File: config.mk
export PLATFORM = sky130hd
export DESIGN_NAME = scan_frame_decoder
export DESIGN_NICKNAME = d
export VERILOG_FILES = /design/src/rtl/scan_frame_decoder_pkg.sv /design/src/rtl/scan_frame_decoder_seg7_decode.sv /design/src/rtl/scan_frame_decoder.sv
export SDC_FILE = /design/constraint.sdc
export NUM_CORES = 1
export LEC_CHECK = 0
export CAP_MARGIN = 5
export CORE_ASPECT_RATIO = 0.9
export CORE_UTILIZATION = 58
export CTS_CLUSTER_DIAMETER = 80
export CTS_CLUSTER_SIZE = 8
export DETAILED_ROUTE_END_ITERATION = 10
export PLACE_DENSITY = 0.9
export SLEW_MARGIN = 20
export SYNTH_ARGS = -nofsm -noshare
export SYNTH_HDL_FRONTEND = slang
export SYNTH_HIERARCHICAL = 1
export SYNTH_SLANG_ARGS = --single-unit
File: constraint.sdc
create_clock -name refresh_clock -period 16.9 [get_ports refresh_clock]
set_clock_uncertainty 0.1 [all_clocks]
set_input_delay 5.07 -clock refresh_clock [delete_from_list [all_inputs] [get_ports refresh_clock]]
set_output_delay 5.07 -clock refresh_clock [all_outputs]
set_load 0.01 [all_outputs]
File: src/rtl/scan_frame_decoder_pkg.sv
// Shared constants for the scanned 7-segment frame decoder: segment patterns,
// blank/idle values, sample classification and a small low-bit counting helper.
package scan_frame_decoder_pkg;

    localparam logic [6:0] SEG_BLANK = 7'h7F;
    localparam logic [7:0] AN_IDLE   = 8'hFF;

    // Entry h is the active-low {g,f,e,d,c,b,a} pattern for hex digit h.
    localparam logic [15:0][6:0] SEG_PATTERN = {
        7'h0E, 7'h06, 7'h21, 7'h46, 7'h03, 7'h08, 7'h10, 7'h00,
        7'h78, 7'h02, 7'h12, 7'h19, 7'h30, 7'h24, 7'h79, 7'h40
    };

    typedef enum logic [1:0] {
        SMP_BLANK   = 2'd0,
        SMP_ACTIVE  = 2'd1,
        SMP_ILLEGAL = 2'd2
    } sample_kind_e;

    function automatic logic [3:0] count_low(input logic [7:0] an);
        logic [3:0] n;
        n = '0;
        for (int i = 0; i < 8; i++) begin
            n = n + {3'b000, ~an[i]};
        end
        return n;
    endfunction

endpackage

File: src/rtl/scan_frame_decoder_seg7_decode.sv
// Hex digit to active-low 7-segment pattern; purely combinational.
// Latency 0, no flow control.
module seg7_decode
    import scan_frame_decoder_pkg::*;
(
    input  logic [3:0] hex_dat,
    output logic [6:0] seg_dat
);

    assign seg_dat = SEG_PATTERN[hex_dat];

endmodule

File: src/rtl/scan_frame_decoder.sv
// Re-registers a scanned 7-segment display and reassembles the scanned digits into frames.
// Latency 1 cycle on every output; no backpressure, one sample accepted per refresh_clock.
module scan_frame_decoder
    import scan_frame_decoder_pkg::*;
#(
    parameter int IDLE_LIMIT = 16
) (
    input  logic        refresh_clock,
    input  logic        reset,
    input  logic [7:0]  AN,
    input  logic [3:0]  dig_out,
    output logic [6:0]  seg,
    output logic [7:0]  an_q,
    output logic [31:0] frame_digits,
    output logic [7:0]  frame_mask,
    output logic        frame_valid,
    output logic        onehot_err
);

    localparam int IW = $clog2(IDLE_LIMIT + 1);
    localparam logic [IW-1:0] IDLE_MAX = IW'(IDLE_LIMIT);

    sample_kind_e    kind;
    logic [2:0]      idx;
    logic [7:0]      idx_sel;
    logic [6:0]      dec_seg;

    logic [6:0]      seg_q, seg_d;
    logic [7:0]      an_drv_q, an_drv_d;
    logic [31:0]     frame_digits_q, frame_digits_d;
    logic [7:0]      frame_mask_q, frame_mask_d;
    logic            frame_valid_q, frame_valid_d;
    logic            onehot_err_q, onehot_err_d;
    logic [7:0][3:0] work_q, work_d;
    logic [7:0]      work_mask_q, work_mask_d;
    logic [2:0]      last_idx_q, last_idx_d;
    logic [IW-1:0]   idle_q, idle_d;

    seg7_decode u_seg7_decode (
        .hex_dat (dig_out),
        .seg_dat (dec_seg)
    );

    always_comb begin
        kind = SMP_BLANK;
        idx  = '0;
        if (AN == AN_IDLE) begin
            kind = SMP_BLANK;
        end else if (count_low(AN) == 4'd1) begin
            kind = SMP_ACTIVE;
        end else begin
            kind = SMP_ILLEGAL;
        end
        for (int i = 0; i < 8; i++) begin
            if (!AN[i]) begin
                idx = 3'(i);
            end
        end
        idx_sel = 8'h01 << idx;
    end

    always_comb begin
        seg_d          = SEG_BLANK;
        an_drv_d       = AN_IDLE;
        frame_digits_d = frame_digits_q;
        frame_mask_d   = frame_mask_q;
        frame_valid_d  = 1'b0;
        onehot_err_d   = 1'b0;
        work_d         = work_q;
        work_mask_d    = work_mask_q;
        last_idx_d     = last_idx_q;
        idle_d         = idle_q;

        case (kind)
            SMP_ACTIVE: begin
                seg_d    = dec_seg;
                an_drv_d = AN;
                // Revisiting a position at or below the last one means the scan wrapped.
                if (work_mask_q != '0 && idx <= last_idx_q) begin
                    frame_digits_d = work_q;
                    frame_mask_d   = work_mask_q;
                    frame_valid_d  = 1'b1;
                    work_mask_d    = idx_sel;
                end else begin
                    work_mask_d    = work_mask_q | idx_sel;
                end
                work_d[idx] = dig_out;
                last_idx_d  = idx;
                idle_d      = '0;
            end
            default: begin
                idle_d       = (idle_q == IDLE_MAX) ? idle_q : idle_q + 1'b1;
                onehot_err_d = (kind == SMP_ILLEGAL);
                // Clearing the mask makes the timeout publish fire only once.
                if (idle_d == IDLE_MAX && work_mask_q != '0) begin
                    frame_digits_d = work_q;
                    frame_mask_d   = work_mask_q;
                    frame_valid_d  = 1'b1;
                    work_mask_d    = '0;
                end
            end
        endcase
    end

    always_ff @(posedge refresh_clock) begin
        if (reset) begin
            seg_q          <= SEG_BLANK;
            an_drv_q       <= AN_IDLE;
            frame_digits_q <= '0;
            frame_mask_q   <= '0;
            frame_valid_q  <= 1'b0;
            onehot_err_q   <= 1'b0;
            work_q         <= '0;
            work_mask_q    <= '0;
            last_idx_q     <= '0;
            idle_q         <= '0;
        end else begin
            seg_q          <= seg_d;
            an_drv_q       <= an_drv_d;
            frame_digits_q <= frame_digits_d;
            frame_mask_q   <= frame_mask_d;
            frame_valid_q  <= frame_valid_d;
            onehot_err_q   <= onehot_err_d;
            work_q         <= work_d;
            work_mask_q    <= work_mask_d;
            last_idx_q     <= last_idx_d;
            idle_q         <= idle_d;
        end
    end

    assign seg          = seg_q;
    assign an_q         = an_drv_q;
    assign frame_digits = frame_digits_q;
    assign frame_mask   = frame_mask_q;
    assign frame_valid  = frame_valid_q;
    assign onehot_err   = onehot_err_q;

endmodule

[Yosys cells after proc, flatten, opt, wreduce, memory -nomap -nowiden]
Memories as Yosys holds them, arrays and structs flattened. A register that Yosys moved wholly into a read port is not among the register bits.
Index checks and enable logic that the tools add are counted.
Word-level totals
  memories kept: 1
  logic and storage cells: 79
  register bits after elaboration: 98
  memory bits (read-only): 112
  bits of input ports: 14
Memories
  (name not given): depth 16, width 7, read ports 1, clocked after Yosys merged registers in 1, wr ports 0, RTL line scan_frame_decoder_seg7_decode.sv:10  | assign seg_dat = SEG_PATTERN[hex_dat];
Operators by class
  reductions and logical operators: 8
  muxes and demuxes: 25
  equality and inequality tests: 7
  $add $sub $neg: 8
  shift operators: 1
  magnitude comparators: 3
  bitwise logic cells: 10
Operator list (number)
  two-way mux 32 bit: 3
  two-way mux 8 bit: 6
  bitwise mux 32 bit: 1
  two-way mux 3 bit: 6
  adder 4 x 1 -> 4 bit: 4
  demux 4 bit (select 3 bit): 1
  equality test 5 bit, second input constant: 2
  inverter 1 bit: 9
  equality test 8 bit, second input constant: 1
  bitwise OR 8 bit: 1
  nonzero test 8 bit: 1
  left shift 1 x 3 -> 8 bit, first input constant: 1
  adder 5 x 1 -> 5 bit, second input constant: 1
  two-way mux 5 bit: 1
  adder 3 x 1 -> 4 bit: 1
  equality test 4 x 1 -> 1 bit, second input constant: 1
  < comparator 3 x 4 -> 1 bit, second input constant: 1
  two-way mux 1 bit: 4
  two-way mux 2 bit: 2
  two-way mux 4 bit: 1
  OR reduction 2 bit: 2
  adder 2 x 1 -> 3 bit: 1
  greater-or-equal comparator 3 x 1 -> 1 bit, second input constant: 1
  less-or-equal comparator 3 bit: 1
  7 further kinds: 9

[Depth between registers and ports, before layout]
  depth after elaboration: 14
  mapped depth: 15
  mapped depth without buffers: 13

[By module]
The synthesis kept the hierarchy.
By module, submodules not included
  scan_frame_decoder: times used 1, cells each 439, sequential area each 2102.0 µm², area each 4496.8 µm²
  seg7_decode: times used 1, cells each 31, sequential area each 0.0 µm², area each 252.7 µm²

[Worst setup path before layout]
No wires, ideal clock.
  kind: input -> register
  start: in AN[0]
  end: reg frame_digits_q[10], in the netlist frame_digits[10]
  stages on the path: 14
  arrival: 8754 ps
  slack: 7974 ps
  buffers on the path: 1
  cells stage by stage: fa_1 inv_1 fa_1 fa_1 ha_1 inv_1 fa_1 or3b_4 o31ai_4 and2b_4 nor2_2 a211oi_4 buf_8 mux2i_1
Between the ends
  longest elaborated chain between the ends: 14
RTL lines
  from (decl): RTL line scan_frame_decoder.sv:10  | input logic [7:0] AN,
  inverter 1 bit: RTL line scan_frame_decoder_pkg.sv:24  | n = n + {3'b000, ~an[i]};
  adder 1 x 1 -> 2 bit: RTL line scan_frame_decoder_pkg.sv:24
  adder 2 x 1 -> 3 bit: RTL line scan_frame_decoder_pkg.sv:24
  adder 3 x 1 -> 4 bit: RTL line scan_frame_decoder_pkg.sv:24
  adder 4 x 1 -> 4 bit (4 in series): RTL line scan_frame_decoder_pkg.sv:24
  equality test 4 x 1 -> 1 bit: RTL line scan_frame_decoder.sv:49  | end else if (count_low(AN) == 4'd1) begin
  two-way mux 2 bit: RTL line scan_frame_decoder.sv:49
  two-way mux 2 bit *: RTL line scan_frame_decoder.sv:47  | if (AN == AN_IDLE) begin
  equality test 2 x 1 -> 1 bit *: RTL line scan_frame_decoder.sv:74  | case (kind)
  != test 2 bit (no line) or nonzero test 2 bit (tied branches)
  AND reduction 2 bit (no line)
  to (signal assigned): RTL line scan_frame_decoder.sv:120  | frame_digits_q <= frame_digits_d;
  to (decl): RTL line scan_frame_decoder.sv:30  | logic [31:0] frame_digits_q, frame_digits_d;
Mark *: on every way between the ends. The rest lies on a longest branch, timed or not.
A chain may end at the register's enable or synchronous reset.

[Worst setup path after layout]
  start: in AN[0]
  end: reg work_q[7] (netlist bit)
Between the ends
  longest elaborated chain between the ends: 12
RTL lines
  inverter 1 bit: RTL line scan_frame_decoder_pkg.sv:24
  adder 1 x 1 -> 2 bit: RTL line scan_frame_decoder_pkg.sv:24
  adder 2 x 1 -> 3 bit: RTL line scan_frame_decoder_pkg.sv:24
  adder 3 x 1 -> 4 bit: RTL line scan_frame_decoder_pkg.sv:24
  adder 4 x 1 -> 4 bit (4 in series): RTL line scan_frame_decoder_pkg.sv:24
  equality test 4 x 1 -> 1 bit: RTL line scan_frame_decoder.sv:49
  two-way mux 2 bit: RTL line scan_frame_decoder.sv:49
  two-way mux 2 bit *: RTL line scan_frame_decoder.sv:47
  equality test 2 x 1 -> 1 bit *: RTL line scan_frame_decoder.sv:74
  to (signal assigned): RTL line scan_frame_decoder.sv:124  | work_q <= work_d;
  to (decl): RTL line scan_frame_decoder.sv:34  | logic [7:0][3:0] work_q, work_d;
Marks and branches as above.

==> impl_metrics.json <==
{
  "cts_buffer_depth": 2,
  "end_kind": "register",
  "syn_area_per_cell_um2": 10.1,
  "drv_cap": 0,
  "fin_crit_ns": 9.69,
  "path_buf_inv": 3,
  "die_h_um": 87.9,
  "vdd.ir_drop.worst_uv": 49.4,
  "hold_buffers": 0,
  "synth_top_area_share_pct": 44.3,
  "cts_buffers": 9,
  "holdWs_ns": 0.379,
  "syn2layout_area_growth_pct": 18.5,
  "grt_pass1_wl_um": 16000,
  "start_util_pct": 61.4,
  "status": "finished clean",
  "tightest_slew_ns": 1.04,
  "cp_max_fo": 17,
  "crit_type": "input port to register",
  "pre_cts_slack_ns": 6.90,
  "ios": 71,
  "synth-seq-cells": 105,
  "setup_slack_ns": 7.21,
  "tritoncts": "yes",
  "setup_viol": 0,
  "track_usage_pct": 23.5,
  "netlist_instances": 470,
  "use_met3_pct": 4.15,
  "diodes": 0,
  "regToRegSetupSlack_ns": 14.10,
  "drt_pass1_iterations": 5,
  "fin_area_mm2": 0.00563,
  "ys_seq_area_share_pct": 44.3,
  "cts_max_level": 3,
  "yosysMostFrequentCell": "dfxtp_1",
  "grt-ovfl-total": 0,
  "start_kind": "input port",
  "place.gp.congestion": 0.873,
  "portBuffers": 70,
  "crit_arrival_ns": 9.80,
  "relSlewSlack_pct": 30.6,
  "drc": 0,
  "timing.fmax_mhz": 103,
  "pwr-share-comb_pct": 19.0,
  "mappedNetlistArea_mm2": 0.00475,
  "die_width_um": 97.4,
  "vias": 3436,
  "cpPeakStageDelay_ns": 0.70,
  "nets": 556,
  "intPower_uw": 382,
  "synth_edf_count": 0,
  "met2_usage_pct": 40.8,
  "maxSlewViolCount": 0,
  "pwr-share-seq_pct": 50.4,
  "p_per_area_mw_per_mm2": 93.7,
  "root_buffer": "clkbuf_8",
  "grt_max_degree": 139,
  "wl_per_cell_um": 15.4,
  "path_delay_family": "adder cells",
  "synthTopCellsByArea": "dfxtp_1 (44%), mux2i_1 (17%), nand2b_1 (11%)",
  "p_leak_uw": 0.00211,
  "post_cts_buffers": 0,
  "switching_power_uw": 145,
  "synth_cell_types": 50,
  "grt_pass1_vias": 3358,
  "clock_power_share_pct": 30.6,
  "wl_um": 9570,
  "ys_async_sr_fraction_pct": 0,
  "cts_sinks": 105,
  "grt_antenna_before_repair": 0,
  "hold_path.class": "register to register",
  "cp.required_ns": 17.00,
  "synth_common_cells": "dfxtp_1 (105), nand2b_1 (83), mux2i_1 (79)",
  "switching_share_pct": 27.6,
  "placedInstanceArea_mm2": 0.00541,
  "rsz0062_at_grt": "no",
  "crit_slowest_cell": "a2111oi_4",
  "finalHoldViolCount": 0,
  "coreArea_mm2": 0.00773,
  "dieArea_mm2": 0.00856,
  "busiest_layer": "met2",
  "dpl.hpwl_um": 6410,
  "drive_gt1_share_pct": 6.26,
  "synth_nets": 504,
  "crit_chain": "clkdlybuf4s50_1 > fa_1 > inv_1 > fa_1 > fa_1 > ha_1 > inv_1 > fa_1 > or3b_4 > o31ai_4 > nand2b_1 > a2111oi_4 > mux2i_1 > nor2_1",
  "avgViaCountPerCell": 5.52,
  "path_clk_slew_ns": 0.10,
  "drt_iter0_drc": 217,
  "rows": 30,
  "crit_top_cell": "fa_1",
  "use_met1_pct": 29.1,
  "post_cts_resized": 0,
  "ys_warn_count": 6,
  "synthDominantAreaCellType": "dfxtp_1",
  "fin_setup_tns_ns": 0,
  "clkLatencyLatePin_ns": 0.35,
  "period_share_pct": 57.3,
  "ys.flop_type": "dfxtp_1",
  "ant_nets": 0
}
power groups by stage:
stage                     Combinational [µW]  Clock, µW  Sequential (µW)
after global placement                  94.0          0              271
after global routing                     110        175              267
final                                    100        161              266
after floorplan                         71.1          0              273
after detailed placement                98.2          0              271
after CTS                               99.9        165              266
cells in the final DEF (no fill, tap or decap), types with 2 or more instances in the layout:
cell type	synthesis	final
clkdlybuf4s50_1	0	69
a211oi_1	2	2
nor3_1	5	5
dfxtp_1	105	105
xor2_1	2	2
ha_1	16	16
or4_1	3	3
nand3_1	4	4
a21oi_1	3	3
o22ai_1	7	7
o21ai_0	5	5
nand2b_1	83	83
or3_1	12	12
a2111oi_4	2	2
mux2i_1	79	79
and2_1	2	2
o21ai_1	2	2
inv_1	23	23
fa_1	4	4
nor3b_1	2	2
o211ai_1	2	2
nor2_1	43	43
nand2_1	10	10
clkbuf_8	0	11
buf_4	1	2
cell type report:
class	count	area (µm²)
clock buffers	12	155
well taps	96	120
multi-input cells	310	2390
inverters	24	90.1
flip-flops and latches	105	2100
clock inverters	4	58.8
fillers	540	2110
repair buffers	72	711
cell families (layout without fill, tap and decap cells):
kind of cell / count (synthesis) / in the layout / share of synthesized area (%)
AO/OA/AOI/OAI: 32 / 32 / 5.93
XOR/XNOR: 3 / 3 / 0.553
adder cells (fa/ha/maj): 20 / 20 / 5.90
buffers and inverters: 55 / 112 / 5.43
flip-flops: 105 / 105 / 44.3
multiplexers: 80 / 80 / 17.1
AND/OR/NAND/NOR: 175 / 175 / 20.8
final timing paths:
kind                                       from                            end  cells past startpoint
hold reg to reg   frame_digits[20]$_SDFFE_PP0P_  frame_digits[20]$_SDFFE_PP0P_                      2
setup / recovery                          AN[0]         work_q[7]$_SDFFE_PP0P_                     14
setup reg to reg           idle_q[0]$_SDFF_PP0_  frame_digits[16]$_SDFFE_PP0P_                      9
hold / removal    frame_digits[20]$_SDFFE_PP0P_  frame_digits[20]$_SDFFE_PP0P_                      2
metal layers:
layer | vias up | wire length [µm]
met4 | 0 | 225
li1 | 1669 | -
met3 | 23 | 448
met1 | 1626 | 4110
met2 | 118 | 4790
met5 | - | 0
sequential cells by signal, indices dropped and copies added (netlist names), 3 cells and up:
name          count
seg               7
work_mask_q       8
work_q           32
last_idx_q        3
an_q              8
frame_digits     32
idle_q            5
frame_mask        8
stage by stage:
stage / cells / power, µW / utilization (%)
2_1_floorplan: 470 / 344 / -
3_3_place_gp: 607 / 365 / 70.0
3_5_place_dp: 607 / 369 / 70.0
4_1_cts: 623 / 530 / 72.8
5_1_grt: 623 / 552 / 72.8
6_report: 623 / 527 / 72.8
worst register-to-register path, delay by kind of cell (launching register included):
family,cells,cell delay [ns]
XOR/XNOR,1,0.18
flip-flops,1,0.42
AND/OR/NAND/NOR,2,0.30
AO/OA/AOI/OAI,2,0.55
buffers and inverters,2,0.63
multiplexers,1,0.32
adder cells (fa/ha/maj),1,0.21
Power figures use the tool's default switching activity.
